### src/rtl/vga_rect_scheduler.sv
// vga_rect_scheduler: per-line rectangle selection from a double-buffered descriptor table (optional VGA_RECT_SCHED_STATS_EN adds overlap_count)
module vga_rect_scheduler #(
  parameter int NUM_RECT = 8,
  parameter int IDX_W = 3
) (
  input  logic             clk,
  input  logic             rst,
  input  logic             frame_start,
  input  logic             line_start,
  input  logic [9:0]       line_y,
  input  logic             wr_valid,
  output logic             wr_ready,
  input  logic [IDX_W-1:0] wr_idx,
  input  logic [9:0]       wr_x0,
  input  logic [9:0]       wr_y0,
  input  logic [9:0]       wr_x1,
  input  logic [9:0]       wr_y1,
  input  logic [4:0]       wr_colour,
  input  logic             wr_enable,
  output logic [9:0]       rect_x0,
  output logic [9:0]       rect_y0,
  output logic [9:0]       rect_x1,
  output logic [9:0]       rect_y1,
  output logic [4:0]       rect_colour,
  output logic             rect_valid,
  output logic             overlap,
`ifdef VGA_RECT_SCHED_STATS_EN
  output logic [15:0]      overlap_count,
`endif
  output logic             scan_busy
);
  typedef enum logic [1:0] {IDLE, SCAN, LOAD} state_t;
  typedef struct packed {
    logic       en;
    logic [4:0] col;
    logic [9:0] x0;
    logic [9:0] y0;
    logic [9:0] x1;
    logic [9:0] y1;
  } desc_t;
  state_t state, state_d;
  desc_t sh [NUM_RECT];
  desc_t act [NUM_RECT];
  desc_t cap, cap_d, cur;
  logic [IDX_W-1:0] idx;
  logic [9:0] ly;
  logic found, found_d, hit, last, load_now, commit_pending;
  logic [1:0] cnt, cnt_d;
  assign scan_busy = state != IDLE;
  // next state and per-slot match evaluation
  always_comb begin
    cur = act[idx];
    last = idx == IDX_W'(NUM_RECT - 1);
    hit = state == SCAN && cur.en && ly >= cur.y0 && ly <= cur.y1;
    found_d = found | hit;
    cnt_d = hit ? ((cnt == 2'd2) ? cnt : cnt + 2'd1) : cnt;
    cap_d = (hit && !found) ? cur : cap;
    load_now = state == SCAN && last && !line_start;
    state_d = line_start ? SCAN : load_now ? LOAD : (state == LOAD) ? IDLE : state;
  end
  // shadow table writes and frame-start commit into the active table
  always_ff @(posedge clk or posedge rst) begin
    if (rst) begin
      for (int i = 0; i < NUM_RECT; i++) begin
        sh[i] <= '0;
        act[i] <= '0;
      end
      commit_pending <= 1'b0;
      wr_ready <= 1'b1;
    end else begin
      wr_ready <= !(frame_start && commit_pending);
      if (frame_start && commit_pending) begin
        act <= sh;
        commit_pending <= 1'b0;
      end
      if (wr_valid && wr_ready && {1'b0, wr_idx} < (IDX_W + 1)'(NUM_RECT)) begin
        sh[wr_idx] <= '{wr_enable, wr_colour, wr_x0, wr_y0, wr_x1, wr_y1};
        commit_pending <= 1'b1;
      end
    end
  end
  // scan state, first-match capture and renderer output load
  always_ff @(posedge clk or posedge rst) begin
    if (rst) begin
      state <= IDLE;
      idx <= '0;
      ly <= '0;
      found <= 1'b0;
      cnt <= '0;
      cap <= '0;
      {rect_x0, rect_y0, rect_x1, rect_y1} <= {10'd1023, 10'd1023, 10'd0, 10'd0};
      rect_colour <= '0;
      rect_valid <= 1'b0;
      overlap <= 1'b0;
    end else begin
      state <= state_d;
      if (line_start) begin
        ly <= line_y;
        idx <= '0;
        found <= 1'b0;
        cnt <= '0;
      end else if (state == SCAN) begin
        idx <= idx + 1'b1;
        found <= found_d;
        cnt <= cnt_d;
        cap <= cap_d;
      end
      if (load_now) begin
        {rect_x0, rect_y0, rect_x1, rect_y1} <= found_d ? {cap_d.x0, cap_d.y0, cap_d.x1, cap_d.y1}
                                                        : {10'd1023, 10'd1023, 10'd0, 10'd0};
        rect_colour <= found_d ? cap_d.col : 5'd0;
        rect_valid <= found_d;
        overlap <= cnt_d == 2'd2;
      end
    end
  end
`ifdef VGA_RECT_SCHED_STATS_EN
  // saturating count of overlapped lines, cleared every frame
  always_ff @(posedge clk or posedge rst) begin
    if (rst) overlap_count <= '0;
    else if (frame_start) overlap_count <= '0;
    else if (load_now && cnt_d == 2'd2 && overlap_count != 16'hFFFF) overlap_count <= overlap_count + 16'd1;
  end
`endif
endmodule

### config.mk
export PLATFORM = sky130hd
export DESIGN_NAME = vga_rect_scheduler
export DESIGN_NICKNAME = d
export VERILOG_FILES = /design/src/rtl/vga_rect_scheduler.sv
export SDC_FILE = /design/constraint.sdc
export NUM_CORES = 2
export LEC_CHECK = 0
export BUFFER_PORTS_ARGS = -buffer_cell sky130_fd_sc_hd__buf_2
export CELL_PAD_IN_SITES_DETAIL_PLACEMENT = 0
export CELL_PAD_IN_SITES_GLOBAL_PLACEMENT = 2
export CORE_MARGIN = 2
export CORE_UTILIZATION = 40
export CTS_CLUSTER_SIZE = 10
export DETAILED_ROUTE_END_ITERATION = 6
export HOLD_SLACK_MARGIN = 0.15
export PLACE_DENSITY_LB_ADDON = 0.12
export SLEW_MARGIN = 20
export SYNTH_ARGS = -nofsm -noshare
export SYNTH_HDL_FRONTEND = slang
export SYNTH_SLANG_ARGS = --single-unit
### constraint.sdc
create_clock -name clk -period 68.5 [get_ports clk]
set_input_delay 13.7 -clock clk [delete_from_list [all_inputs] [get_ports clk]]
set_output_delay 13.7 -clock clk [all_outputs]
set_load 0.1 [all_outputs]
==> reports/metrics.csv <==
stage;metric;value;unit
critical_path;critical path cell sequence;buf_2 -> nand2_4 -> buf_4 -> buf_4 -> buf_4 -> buf_4 -> mux2_2;
timing;clock skew;0.01700;ns
run_status;status;completed;
cells_and_area;# diodes;0;
critical_path;Buf/Inv on CP;5;
timing;Worst slew margin;0.3169;
synthesis;Synth Flop Type;dfrtp_1;
timing;f_max;58.08;MHz
detailed_routing;Vias/cell;5.335;
synthesis;post-synth top area cell;dfrtp_1;
detailed_routing;Final ANT Viol Nets;0;
detailed_routing;number of remaining DRC errors;0;
cts;post-CTS setup buffers;0;
power_and_ir_drop;PwrDens;39.25;nW/um^2
cts;Num Clock Sinks;848;
run;Max-Cap Viols;0;
timing;Setup Viol. Count Final;0;
placement;PortBufs;112;
critical_path;Setup crit end kind;flop;
cts;Post-CTS Hold Fix Bufs;0;
timing;fin. max-slew vios;0;
min_path;class of the worst hold path;reg2reg;
synthesis;number of synthesized flops with an enable pin;0;
floorplanning;Starting Density;0.4031;
global_routing;first-pass GRT wire length;128.7;mm
power_and_ir_drop;Sw Ratio;0.2792;
cts;CTS resizes;0;
floorplanning;Core Region;86750;um^2
synthesis;Unique masters post-synth;43;
power_and_ir_drop;sequential power share;0.473;
synthesis;yosys warns;0;
synthesis;Seq/Total Area, Yosys;0.6076;
cts;H-Tree Level Count;3;
power_and_ir_drop;Switch Pwr;0.0004350;W
cells_and_area;Post-Route Utilization;0.4576;
synthesis;Synth Instances;2191;
timing;RSZ-0062 raised after global routing;false;
detailed_routing;via count;18799;
detailed_routing;drt first pass iters;5;
timing;Fin. Hold Viols;0;
cells_and_area;final net count;2395;
cts;clk slew on worst S/H paths;0.05;ns
global_routing;met2 Use GR;0.3034;
cts;clock buffer depth;3;
detailed_routing;final WL;82.76;mm
critical_path;slowest stage cell, crit path;buf_4;
timing;crit path time final;17.22;ns
timing;Worst Tran Pin Value;1.021;ns
global_routing;grt ovf;0;
global_routing;most used routing layer;met2;
cts;Root Buffer;clkbuf_16;
synthesis;Syn Nets;2278;
synthesis;syn avg cell area;15.96;um^2
floorplanning;Die X;299.7;um
critical_path;Critical Path RT;69.02;ns
cts;total CTS buffers;98;
global_routing;largest net degree at the start of global routing;175;
cells_and_area;layout cells sized above 1;0.5027;
synthesis;largest cells by area after synthesis;dfrtp_1 (59%), mux2_2 (25%), mux4_2 (5.9%);
power_and_ir_drop;Comb power frac;0.224;
global_routing;Global Route Usage Sum;0.1887;
placement;Placed Instance Area;36830;um^2
cts;Worst-Skew Late Latency;0.64;ns
critical_path;Most common cell on crit path;buf_4;
synthesis;Synth Cell Area;34970;um^2
global_routing;met1 layer usage reported by global route;0.2683;
critical_path;crit path max fanout;66;
cells_and_area;design area;39700;um^2
synthesis;asr flop ratio synth;1.000;
global_routing;met3 Track Usage GR;0.03124;
cts;CTS tree;yes;
critical_path;crit path kind;in2reg;
detailed_routing;1st-iter DRT viols;941;
timing;period utilisation layout;0.2514;
power_and_ir_drop;static leakage;17.34;nW
floorplanning;Rows;108;
critical_path;critical path data arrival time;17.74;ns
power_and_ir_drop;worst IR drop on VDD;0.01997;mV
critical_path;crit-path leading delay family;buffers and inverters;
placement;Post-DP HPWL;46.48;mm
synthesis;Synth top area share;0.5918;
timing;hold slack;0.4765;ns
timing;setup TNS after final layout;0;ns
global_routing;vias in the first global route;20474;
global_routing;initial antenna violation count;8;
critical_path;critical path launch point type;primary input;
floorplanning;die height;299.7;um
power_and_ir_drop;total power;0.001558;W
detailed_routing;wire length per cell;23.48;um
floorplanning;die area;89810;um^2
critical_path;CP max stage delay;0.87;ns
placement;routability congestion estimate;0.7172;
floorplanning;io pins;113;
power_and_ir_drop;Int Pwr;0.001123;W
power_and_ir_drop;Clock Power Share;0.303;
synthesis;Seq cells post-synth;848;
cells_and_area;Layout area overhead;13.53;%
==> cell families after synthesis <==
family / share of synthesized area
flip-flops: 0.6076
adder cells (fa/ha/maj): 0.008229
multiplexers: 0.3301
XOR/XNOR: 0.0002505
buffers and inverters: 0.01796
AO/OA/AOI/OAI: 0.02022
AND/OR/NAND/NOR: 0.01571
==> final cells by class <==
| type | count | area [um^2] |
|---|---|---|
| Sequential cell | 848 | 21260 |
| Tap cell | 1155 | 1445 |
| Multi-Input combinational cell | 1185 | 13170 |
| Inverter | 26 | 105.1 |
| Clock inverter | 5 | 66.31 |
| Clock buffer | 156 | 2773 |
| Fill cell | 7649 | 47050 |
| Timing Repair Buffer | 149 | 887.1 |
==> layout by cell type (no fill, tap or decap), types with 6 or more instances in the layout <==
master       n
buf_4       33
clkbuf_8     6
o31ai_1      9
inv_1       25
o21ai_0     41
clkbuf_16  100
mux4_2      92
mux2_2     777
nand2_1     32
clkbuf_1    50
buf_2      112
nand3_1     14
nor2_4       6
mux2_4      22
nor3_1       9
a21oi_1     36
a31oi_1     11
ha_1        23
mux2i_1     39
o32ai_1     10
nor2_1      13
dfstp_2     21
dfrtp_1    824
nand2b_1     6
and3_1      16
==> through the flow <==
step,cells,worst slack [ns]
floorplan,2191,31.01
global placement,3362,50.06
detailed placement,3362,50.00
CTS,3523,50.69
global route,3524,51.04
finish,3524,51.28
==> path summary, 6_finish.rpt <==
| kind | to | cells past startpoint | slack, ns | from |
|---|---|---|---|---|
| max in group asynchronous | sh[246] | 4 | 53.00 | rst |
| worst max-delay path | act[303] | 7 | 51.28 | frame_start |
| worst max register to register | cap[41] | 12 | 62.03 | idx[0] |
| worst min register to register | rect_x0[3] | 2 | 0.48 | rect_x0[3] |
| worst min-delay path | rect_x0[3] | 2 | 0.48 | rect_x0[3] |
| min in group asynchronous | sh[350] | 2 | 13.16 | rst |
==> layer usage <==
layer | vias up | part of all wire
met4 | 10 | 0.017
li1 | 8223 | -
met2 | 274 | 0.47
met1 | 10181 | 0.47
met3 | 111 | 0.036
met5 | - | 0.00076
==> synth_stat cells, drive strengths merged, types with 2 or more instances <==
master	count
nand3	14
a21oi	36
nand2b	6
buf	19
or3	4
o21ai	41
ha	23
and3	16
nor3	9
o31ai	9
mux2i	39
o32ai	10
nor2	19
a211oi	2
dfstp	21
dfrtp	827
clkbuf	113
mux2	799
a21o	3
o211ai	2
mux4	92
or2	2
a31oi	11
inv	26
nand2	34
==> power groups by stage <==
stage          combinational, W  sequential, W  clock [W]
3_3_place_gp           0.000345       0.000738          0
4_1_cts                0.000357       0.000738   0.000488
2_1_floorplan          0.000258       0.000746          0
5_1_grt                0.000382       0.000757   0.000511
6_report               0.000350       0.000737   0.000472
3_5_place_dp           0.000356       0.000746          0
==> registers in the layout, indices dropped and copies added, names as in the netlist, 2 cells and up <==
signal and count:
sh 368, cnt 2, idx 3, rect_y1 10, rect_colour 5, rect_y0 10
cap 45, rect_x0 10, rect_x1 10, act 368, ly 10, state 2
==> worst min-delay path, delay by kind of cell, from the launching register on <==
family / cells / cell delay, ns
AO/OA/AOI/OAI: 1 / 0.06
AND/OR/NAND/NOR: 1 / 0.04
flip-flops: 1 / 0.36
Note: power is estimated with default switching activity, not from simulation.
